`src/rtl/sevenseg_pkg.sv`:
```
// rtl/sevenseg_pkg.sv - shared constants, segment table and phase type for the display scanner
package sevenseg_pkg;

  localparam logic [6:0] SEG_OFF = 7'h7F;
  localparam logic [3:0] AN_OFF  = 4'hF;

  // Active-low {g,f,e,d,c,b,a} patterns for hex digits 0..F
  localparam logic [6:0] HEX_SEG [16] = '{
    7'h40, 7'h79, 7'h24, 7'h30,
    7'h19, 7'h12, 7'h02, 7'h78,
    7'h00, 7'h10, 7'h08, 7'h03,
    7'h46, 7'h21, 7'h06, 7'h0E
  };

  typedef enum logic {
    PH_GUARD,
    PH_SHOW
  } phase_t;

endpackage

```
`src/rtl/sevenseg_scan_if.sv`:
```
// rtl/sevenseg_scan_if.sv - display data inputs and scanned pin outputs of the scanner
interface sevenseg_scan_if;
  logic        en;
  logic [15:0] digits;
  logic [3:0]  dp_in;
  logic [3:0]  blank;
  logic [3:0]  an;
  logic [6:0]  seg;
  logic        dp;
  logic [1:0]  digit_idx;
  logic        frame_tick;

  modport master (
    output en, digits, dp_in, blank,
    input  an, seg, dp, digit_idx, frame_tick
  );

  modport slave (
    input  en, digits, dp_in, blank,
    output an, seg, dp, digit_idx, frame_tick
  );
endinterface

```
`src/rtl/hex7seg_dec.sv`:
```
// rtl/hex7seg_dec.sv - combinational nibble to active-low seven-segment lookup
module hex7seg_dec
  import sevenseg_pkg::*;
(
  input  logic [3:0] nibble,
  output logic [6:0] seg
);

  assign seg = HEX_SEG[nibble];

endmodule

```
`src/rtl/sevenseg_scan.sv`:
```
// rtl/sevenseg_scan.sv - 4-digit multiplexed seven-segment scanner with guard blanking and frame snapshot
module sevenseg_scan
  import sevenseg_pkg::*;
#(
  parameter int REFRESH_DIV = 100000,
  parameter int GUARD       = 1000
) (
  input  logic          clk,
  input  logic          rst_n,
  sevenseg_scan_if.slave bus
);

  localparam int            CW        = (REFRESH_DIV > 1) ? $clog2(REFRESH_DIV) : 1;
  localparam logic [CW-1:0] CNT_MAX   = CW'(REFRESH_DIV - 1);
  localparam logic [CW-1:0] CNT_GUARD = CW'(GUARD);

  logic [CW-1:0] cnt;
  logic [1:0]    idx;
  logic [15:0]   snap_digits;
  logic [3:0]    snap_dp;
  logic [3:0]    snap_blank;

  logic [3:0]    an_q;
  logic [6:0]    seg_q;
  logic          dp_q;
  logic [1:0]    didx_q;
  logic          tick_q;

  phase_t        phase;
  logic [3:0]    cur_nib;
  logic [6:0]    cur_seg;
  logic          lit;
  logic          slot_end;

  assign phase    = (cnt < CNT_GUARD) ? PH_GUARD : PH_SHOW;
  assign cur_nib  = snap_digits[{idx, 2'b00} +: 4];
  assign lit      = (phase == PH_SHOW) && !snap_blank[idx];
  assign slot_end = (cnt == CNT_MAX);

  hex7seg_dec u_dec (
    .nibble (cur_nib),
    .seg    (cur_seg)
  );

  always_ff @(posedge clk or negedge rst_n) begin
    if (!rst_n) begin
      cnt         <= '0;
      idx         <= 2'd0;
      snap_digits <= 16'h0000;
      snap_dp     <= 4'h0;
      snap_blank  <= 4'h0;
      an_q        <= AN_OFF;
      seg_q       <= SEG_OFF;
      dp_q        <= 1'b1;
      didx_q      <= 2'd0;
      tick_q      <= 1'b0;
    end else if (!bus.en) begin
      // Disable parks the scan at a frame start so re-enable reloads the snapshot
      cnt    <= '0;
      idx    <= 2'd0;
      an_q   <= AN_OFF;
      seg_q  <= SEG_OFF;
      dp_q   <= 1'b1;
      didx_q <= 2'd0;
      tick_q <= 1'b0;
    end else begin
      cnt <= slot_end ? '0 : cnt + CW'(1);
      if (slot_end) begin
        idx <= idx + 2'd1;
      end
      if (cnt == '0 && idx == 2'd0) begin
        snap_digits <= bus.digits;
        snap_dp     <= bus.dp_in;
        snap_blank  <= bus.blank;
      end
      an_q   <= lit ? ~(4'b0001 << idx) : AN_OFF;
      seg_q  <= lit ? cur_seg : SEG_OFF;
      dp_q   <= lit ? ~snap_dp[idx] : 1'b1;
      didx_q <= idx;
      tick_q <= slot_end && (idx == 2'd3);
    end
  end

  assign bus.an         = an_q;
  assign bus.seg        = seg_q;
  assign bus.dp         = dp_q;
  assign bus.digit_idx  = didx_q;
  assign bus.frame_tick = tick_q;

endmodule

```
`src/flat_wrapper.sv`:
```
// flat-port wrapper written by rule: the top's interface ports become plain ports
module sevenseg_scan_flat import sevenseg_pkg::*;
#(
  parameter int REFRESH_DIV = 100000,
  parameter int GUARD       = 1000
)
  (clk, rst_n, bus_en, bus_digits, bus_dp_in, bus_blank, bus_an, bus_seg, bus_dp, bus_digit_idx, bus_frame_tick);
  sevenseg_scan_if bus_i ();
  input  logic clk;
  input  logic rst_n;
  input wire logic [$bits(bus_i.en)-1:0] bus_en;
  input wire logic [$bits(bus_i.digits)-1:0] bus_digits;
  input wire logic [$bits(bus_i.dp_in)-1:0] bus_dp_in;
  input wire logic [$bits(bus_i.blank)-1:0] bus_blank;
  output wire logic [$bits(bus_i.an)-1:0] bus_an;
  output wire logic [$bits(bus_i.seg)-1:0] bus_seg;
  output wire logic [$bits(bus_i.dp)-1:0] bus_dp;
  output wire logic [$bits(bus_i.digit_idx)-1:0] bus_digit_idx;
  output wire logic [$bits(bus_i.frame_tick)-1:0] bus_frame_tick;
  assign bus_i.en = bus_en;
  assign bus_i.digits = bus_digits;
  assign bus_i.dp_in = bus_dp_in;
  assign bus_i.blank = bus_blank;
  assign bus_an = bus_i.an;
  assign bus_seg = bus_i.seg;
  assign bus_dp = bus_i.dp;
  assign bus_digit_idx = bus_i.digit_idx;
  assign bus_frame_tick = bus_i.frame_tick;
  sevenseg_scan #(.REFRESH_DIV(REFRESH_DIV), .GUARD(GUARD)) u_core (.clk(clk), .rst_n(rst_n), .bus(bus_i));
endmodule
```
`config.mk`:
```
export PLATFORM = sky130hd
export DESIGN_NAME = sevenseg_scan_flat
export DESIGN_NICKNAME = d
export VERILOG_FILES = /design/src/rtl/sevenseg_pkg.sv /design/src/rtl/sevenseg_scan_if.sv /design/src/rtl/hex7seg_dec.sv /design/src/rtl/sevenseg_scan.sv /design/src/flat_wrapper.sv
export SDC_FILE = /design/constraint.sdc
export NUM_CORES = 1
export LEC_CHECK = 0
export ABC_AREA = 1
export BUFFER_PORTS_ARGS = -buffer_cell sky130_fd_sc_hd__buf_2
export CORE_MARGIN = 1.5
export CORE_UTILIZATION = 45
export CTS_BUF_LIST = sky130_fd_sc_hd__clkbuf_2
export DETAILED_ROUTE_END_ITERATION = 10
export GPL_TIMING_DRIVEN = 0
export SLEW_MARGIN = 25
export SYNTH_ARGS = -nofsm -noshare
export SYNTH_HDL_FRONTEND = slang
export SYNTH_SLANG_ARGS = --single-unit
```
`constraint.sdc`:
```
create_clock -name clk -period 3.48 [get_ports clk]
set_input_delay 0.696 -clock clk [delete_from_list [all_inputs] [get_ports clk]]
set_output_delay 0.696 -clock clk [all_outputs]
set_load 0.05 [all_outputs]
```
==> impl_metrics.csv, run 1 <==
group,metric,value,unit
outcome,status,"finished clean",
finish,diodes,0,
sta,hold_violations,0,
global_route,grt_pass1_vias,2386,
floorplan,die_x,86.23,µm
clock_tree,cts_sinks,58,
route,drtPass1Iterations,4,
power_and_ir_drop,clockPowerShare,0.314,
power_and_ir_drop,pwr-share-seq,0.507,
finish,seqCellArea,1466,µm²
global_route,grt_util_all_layers,0.1972,
power_and_ir_drop,comb_power_share,0.179,
sta,tns,0,ns
synth,syn_inst,403,
power_and_ir_drop,p_sw,0.4588,mW
power_and_ir_drop,p_total,1.531,mW
sta,tightest_slew,0.7214,ns
synth,yosysTopAreaCellShare,0.3693,
critical_path,slowest_delay,0.55,ns
floorplan,dieArea,7435,µm²
critical_path,reg2reg_to,"u_core.snap_dp[2]",
sta,drv_slew,0,
power_and_ir_drop,p_per_area,431.4,nW/µm²
synth,synth_ff_type,"dfrtp_1",
sta,relSlewSlack,0.5191,
placement,dpl.cell_count,523,
placement,hpwl,4.647,mm
sta,max_freq,507.6,MHz
critical_path,critPathLaunchType,"flop",
power_and_ir_drop,power.leakage,1.800,nW
placement,io_buffers,40,
sta,rsz0062_at_grt,"no",
finish,fillers,691,
clock_tree,clk_pin_slew,0.17,ns
global_route,grt_pass1_wl,11.34,mm
synth,yosysWarnings,0,
critical_path,required,2.78,ns
critical_path,crit_slowest_cell,"dfstp_2",
finish,final_area,3548,µm²
critical_path,cpLargestDelayFamily,"flip-flops",
synth,synth_top_cell_by_area,"dfrtp_1",
floorplan,fp.dieH,86.23,µm
clock_tree,cts_tree,"yes",
critical_path,cp-end-kind,"output pin",
global_route,grt_antenna_before_repair,0,
placement,place_area,3420,µm²
finish,multi_input_area,1358,µm²
power_and_ir_drop,p_sw_frac,0.2997,
clock_tree,clk_latency,0.49,ns
synth,netlist_top_cells_count,"nand2_1, inv_1, nor2_1",
critical_path,crit_chain,"buf_2",
synth,yosys-top-cells-area,"dfrtp_1, nand2_1, dfstp_2, inv_1, nor2_1",
route,drt_iter0_markers,76,
finish,nets,493,
clock_tree,clockBufferDepth,2,
critical_path,cp_max_fo,1,
clock_tree,cts_resized,0,
placement,finalWeightedCongestion,0.8931,
route,drc_errors,0,
synth,postSynthNetCount,442,
critical_path,worstPathArrival,1.27,ns
route,vias,2562,
synth,synthArstFlopShare,1.000,
sta,clock_skew,0.02329,ns
clock_tree,post_cts_buffers,0,
clock_tree,htree_levels,3,
floorplan,core_area,6756,µm²
clock_tree,cts_hold_buf,0,
synth,yosysMostFrequentCell,"nand2_1",
critical_path,rr_worst_depth,7,
min_path,min_path_type,"in2async",
route,wl_per_cell,11.99,µm
synth,synth_seq_area_share,0.4705,
route,ant_nets,0,
power_and_ir_drop,intPower,1.072,mW
finish,drive_gt1_frac,0.2113,
global_route,grt_overflow,0,
critical_path,critPathKind,"reg2out",
critical_path,regToRegSetupSlack,1.56,ns
sta,finalSetupViolations,0,
synth,synth_edf_count,0,
floorplan,io_pins,42,
synth,synthDistinctLibCells,28,
route,vias_per_cell,4.753,
sta,fin_crit,1.970,ns
floorplan,floorplan.rows,30,
synth,syn_area,3117,µm²
floorplan,initial_core_util,0.4613,
critical_path,path_buf_inv,1,
power_and_ir_drop,max-vdd-ir-drop,213.0,µV
global_route,grt_max_degree,59,
clock_tree,root_buffer,"clkbuf_2",
synth,ys_seq_elements,58,
critical_path,r2r_start,"u_core.idx[1]",
sta,fin_crit_sh,0.5661,
finish,area_delta_synth_final,13.85,%
finish,post-route-util,0.5252,
synth,avgSynthCellArea,7.734,µm²
finish,fin_cells,539,
run,drv_cap,0,
route,wl,6.462,mm
clock_tree,cts_made_buffers,9,
## state kept, by name (all words and copies together), names as in the netlist
signal	flops
u_core.bus.seg	7
u_core.bus.digit_idx	2
u_core.idx	2
u_core.snap_digits	16
u_core.cnt	17
u_core.bus.an	4
u_core.bus.dp	1
u_core.bus.frame_tick	1
u_core.snap_blank	4
u_core.snap_dp	4
## worst max path at each step
stage | startpoint | to | slack, ns | depth (start not counted)
floorplan | bus_en | u_core.snap_blank[0] | 1.84 | 7
global placement | u_core.idx[0] | u_core.snap_digits[13] | 1.60 | 7
detailed placement | u_core.idx[1] | u_core.snap_dp[2] | 1.56 | 7
CTS | u_core.bus.an[0] | bus_an[0] | 1.48 | 1
global route | u_core.idx[1] | u_core.snap_blank[1] | 1.37 | 7
finish | u_core.bus.an[0] | bus_an[0] | 1.51 | 1
## kinds of logic (layout without fill, tap and decap cells)
| group | after synthesis | in the layout | synth area share |
|---|---|---|---|
| AO/OA/AOI/OAI | 37 | 37 | 0.06504 |
| XOR/XNOR | 3 | 3 | 0.008432 |
| adder cells (fa/ha/maj) | 12 | 12 | 0.04817 |
| buffers and inverters | 68 | 124 | 0.09393 |
| flip-flops | 58 | 58 | 0.4705 |
| AND/OR/NAND/NOR | 225 | 225 | 0.3139 |
## layout by cell type, fill, tap and decap left out
cell type	count
bufinv_16	2
nor2_1	51
o21ai_0	14
nand3_2	3
nor2_8	1
nand2_2	5
dfrtp_1	46
buf_6	4
inv_1	55
a21oi_1	1
nand3_1	34
clkinv_1	3
clkbuf_2	9
buf_4	2
nor2_4	2
o21ai_1	16
nand2_4	1
xor2_1	3
nor2_2	4
clkinv_2	1
nor3_1	5
clkinvlp_4	1
and3_1	1
o22ai_1	1
nand4_1	1
dfstp_2	12
ha_1	12
a31oi_1	1
inv_2	4
nand2_1	117
clkbuf_1	1
o21ai_2	4
buf_2	42
## power groups by stage
stage | Clock (mW) | Sequential [mW] | Combinational (mW)
4_1_cts | 0.494 | 0.777 | 0.278
5_1_grt | 0.528 | 0.786 | 0.322
3_5_place_dp | 0 | 0.790 | 0.277
2_1_floorplan | 0 | 0.778 | 0.206
6_report | 0.481 | 0.777 | 0.274
3_3_place_gp | 0 | 0.787 | 0.271
## layer usage
metal	vias to the layer above	routed length, µm	GRT usage
met5	-	0	0
met4	0	123	0.08358
met3	12	252	0.03714
met2	52	2788	0.2992
met1	1153	3298	0.2776
li1	1345	-	-
## area by class of cell
cell class / count / share of cell area
flip-flops and latches: 58 / 0.4133
multi-input cells: 277 / 0.3826
inverters: 59 / 0.06241
repair buffers: 40 / 0.05712
well taps: 80 / 0.02821
clock inverters: 7 / 0.02362
plain buffers: 9 / 0.02010
clock buffers: 9 / 0.01269
## metrics by stage
step | hold WS [ns] | setup WS [ns]
after floorplan | 0.4004 | 1.838
after global placement | 0.4689 | 1.603
after detailed placement | 0.4697 | 1.562
after CTS | 0.2467 | 1.482
after global routing | 0.2694 | 1.370
final | 0.2265 | 1.510
Power figures use the tool's default switching activity.
==> inputs of run 2 (changes only) <==
--- a/config.mk
+++ b/config.mk
@@ -12,6 +12,7 @@
 export CTS_BUF_LIST = sky130_fd_sc_hd__clkbuf_2
 export DETAILED_ROUTE_END_ITERATION = 10
 export GPL_TIMING_DRIVEN = 0
+export PLACE_DENSITY = 0.67
 export SLEW_MARGIN = 25
 export SYNTH_ARGS = -nofsm -noshare
 export SYNTH_HDL_FRONTEND = slang
==> constraint.sdc (replaced) <==
create_clock -name clk -period 1.69 [get_ports clk]
set_input_delay 0.338 -clock clk [delete_from_list [all_inputs] [get_ports clk]]
set_output_delay 0.338 -clock clk [all_outputs]
set_load 0.05 [all_outputs]
==> run 2 against run 1 <==
Combinational power grew 120%. Global-route usage decreased by 0.37 points. Sequential share of layout area is 2.1 points lower. Setup slack got worse by 1.4 ns. Cell area up 5.3%. Sequential cell count unchanged. Sequential power increased by 110%. Largest cell class unchanged. Largest power group unchanged.
==> impl_metrics.csv, run 2 (synthesized netlist as in run 1, its figures left out) <==
group,metric,value,unit
sta,drv_slew,0,
sta,tns,0,ns
floorplan,dieArea,7435,µm²
floorplan,floorplan.rows,30,
finish,nets,508,
route,drc_errors,0,
sta,finalSetupViolations,0,
floorplan,die_x,86.23,µm
sta,fin_crit_sh,0.9627,
critical_path,regToRegSetupSlack,0.08,ns
sta,max_freq,614.6,MHz
min_path,min_path_type,"in2reg",
global_route,grt_overflow,0,
power_and_ir_drop,power.leakage,1.890,nW
route,wl_per_cell,11.92,µm
outcome,status,"finished clean",
critical_path,cp-end-kind,"output pin",
floorplan,core_area,6756,µm²
clock_tree,clockBufferDepth,2,
placement,dpl.cell_count,523,
placement,finalWeightedCongestion,0.8866,
placement,post-place-ws,-0.2738,ns
global_route,grt_antenna_before_repair,0,
placement,io_buffers,40,
power_and_ir_drop,max-vdd-ir-drop,516.2,µV
critical_path,critPathKind,"reg2out",
global_route,grt_util_all_layers,0.1935,
min_path,holdPathStages,3,
clock_tree,clk_latency,0.51,ns
power_and_ir_drop,p_per_area,864.6,nW/µm²
finish,final_area,3737,µm²
run,drv_cap,0,
sta,whs,0.03165,ns
finish,final_cell_mix,"nand2_1, inv_1, nor2_1, dfrtp_1, buf_2",
finish,fillers,653,
finish,drive_gt1_frac,0.2574,
critical_path,required,1.35,ns
sta,hold_violations,0,
clock_tree,clk_pin_slew,0.18,ns
placement,place_area,3420,µm²
finish,diodes,0,
route,drtPass1Iterations,4,
floorplan,initial_core_util,0.4613,
finish,post-route-util,0.5531,
critical_path,crit_slowest_cell,"dfstp_2",
finish,layout_commonest_cell,"nand2_1",
route,drt_iter0_markers,129,
finish,largest_reg_flops,17,
floorplan,fp.dieH,86.23,µm
global_route,grt_max_degree,59,
sta,clock_skew,0.01868,ns
critical_path,cp_max_fo,1,
sta,fin_crit,1.627,ns
global_route,grt_pass1_vias,2412,
critical_path,r2r_start,"u_core.idx[1]",
route,vias_per_cell,4.764,
route,ant_nets,0,
floorplan,io_pins,42,
critical_path,path_buf_inv,1,
route,wl,6.604,mm
finish,area_delta_synth_final,19.91,%
critical_path,critPathLaunchType,"flop",
global_route,grt_pass1_wl,11.09,mm
min_path,min_to,"u_core.snap_digits[13]",
sta,relSlewSlack,0.5315,
clock_tree,cts_tree,"yes",
critical_path,reg2reg_to,"u_core.snap_dp[1]",
critical_path,slowest_delay,0.54,ns
critical_path,rr_worst_depth,9,
min_path,min_from,"bus_digits[13]",
sta,tightest_slew,0.7028,ns
clock_tree,cts_made_buffers,9,
route,vias,2639,
critical_path,worstPathArrival,1.29,ns
finish,regMostFlops,"u_core.cnt",
sta,fin_ws,0.06301,ns
critical_path,cpLargestDelayFamily,"flip-flops",
clock_tree,cts_sinks,58,
clock_tree,root_buffer,"clkbuf_2",
clock_tree,htree_levels,3,
power_and_ir_drop,p_total,3.231,mW
critical_path,crit_chain,"buf_2",
placement,hpwl,4.503,mm
finish,fin_cells,554,
==> run 2: cell count changes in the layout (fill, tap and decap cells not counted), moves of 3 or more <==
cell      delta
buf_2        -4
nand3_1      -3
clkbuf_4     +4
nand3_2      +3
buf_4       +12
==> run 2: layer usage <==
layer / wire (µm) / vias up / global-route usage
li1: - / 1383 / -
met1: 3302 / 1195 / 0.2672
met2: 2956 / 51 / 0.2978
met3: 242 / 10 / 0.04762
met4: 102 / 0 / 0.07038
met5: 0 / - / 0
==> run 2: layout make-up <==
class / instances / area, µm² / share of cell area
Inverter: 59 / 229.0 / 0.06127
Tap cell: 80 / 100.1 / 0.02678
Clock inverter: 6 / 81.33 / 0.02176
Clock buffer: 10 / 50.05 / 0.01339
Timing Repair Buffer: 56 / 335.3 / 0.08972
Sequential cell: 58 / 1468 / 0.3927
Buffer: 8 / 71.32 / 0.01908
Multi-Input combinational cell: 277 / 1403 / 0.3753
==> run 2: where the power goes <==
part / internal (mW) / total [mW] / switching (mW)
Clock: 0.487 / 1.02 / 0.534
Combinational: 0.244 / 0.614 / 0.371
Sequential: 1.52 / 1.60 / 0.0739
==> run 2: how the worst max path moves through the flow <==
| stage | from | to | cells past startpoint |
|---|---|---|---|
| 2_1_floorplan | u_core.idx[0] | u_core.snap_blank[0] | 7 |
| 3_3_place_gp | u_core.idx[0] | u_core.snap_digits[13] | 7 |
| 3_5_place_dp | u_core.idx[0] | u_core.snap_digits[11] | 7 |
| 4_1_cts | u_core.idx[0] | u_core.snap_dp[1] | 9 |
| 5_1_grt | u_core.idx[1] | u_core.snap_digits[11] | 9 |
| 6_report | u_core.bus.an[3] | bus_an[3] | 1 |
==> run 2: what timing repair did <==
item | CTS | global route
cloned | 0 | 1
resized for setup | 8 | 16
buffers inserted | 6 | 7
endpoints found under the hold margin | 46 | 1
endpoints found under the setup margin | 31 | 34
hold buffers | 1 | 1
pin swaps | 0 | 2
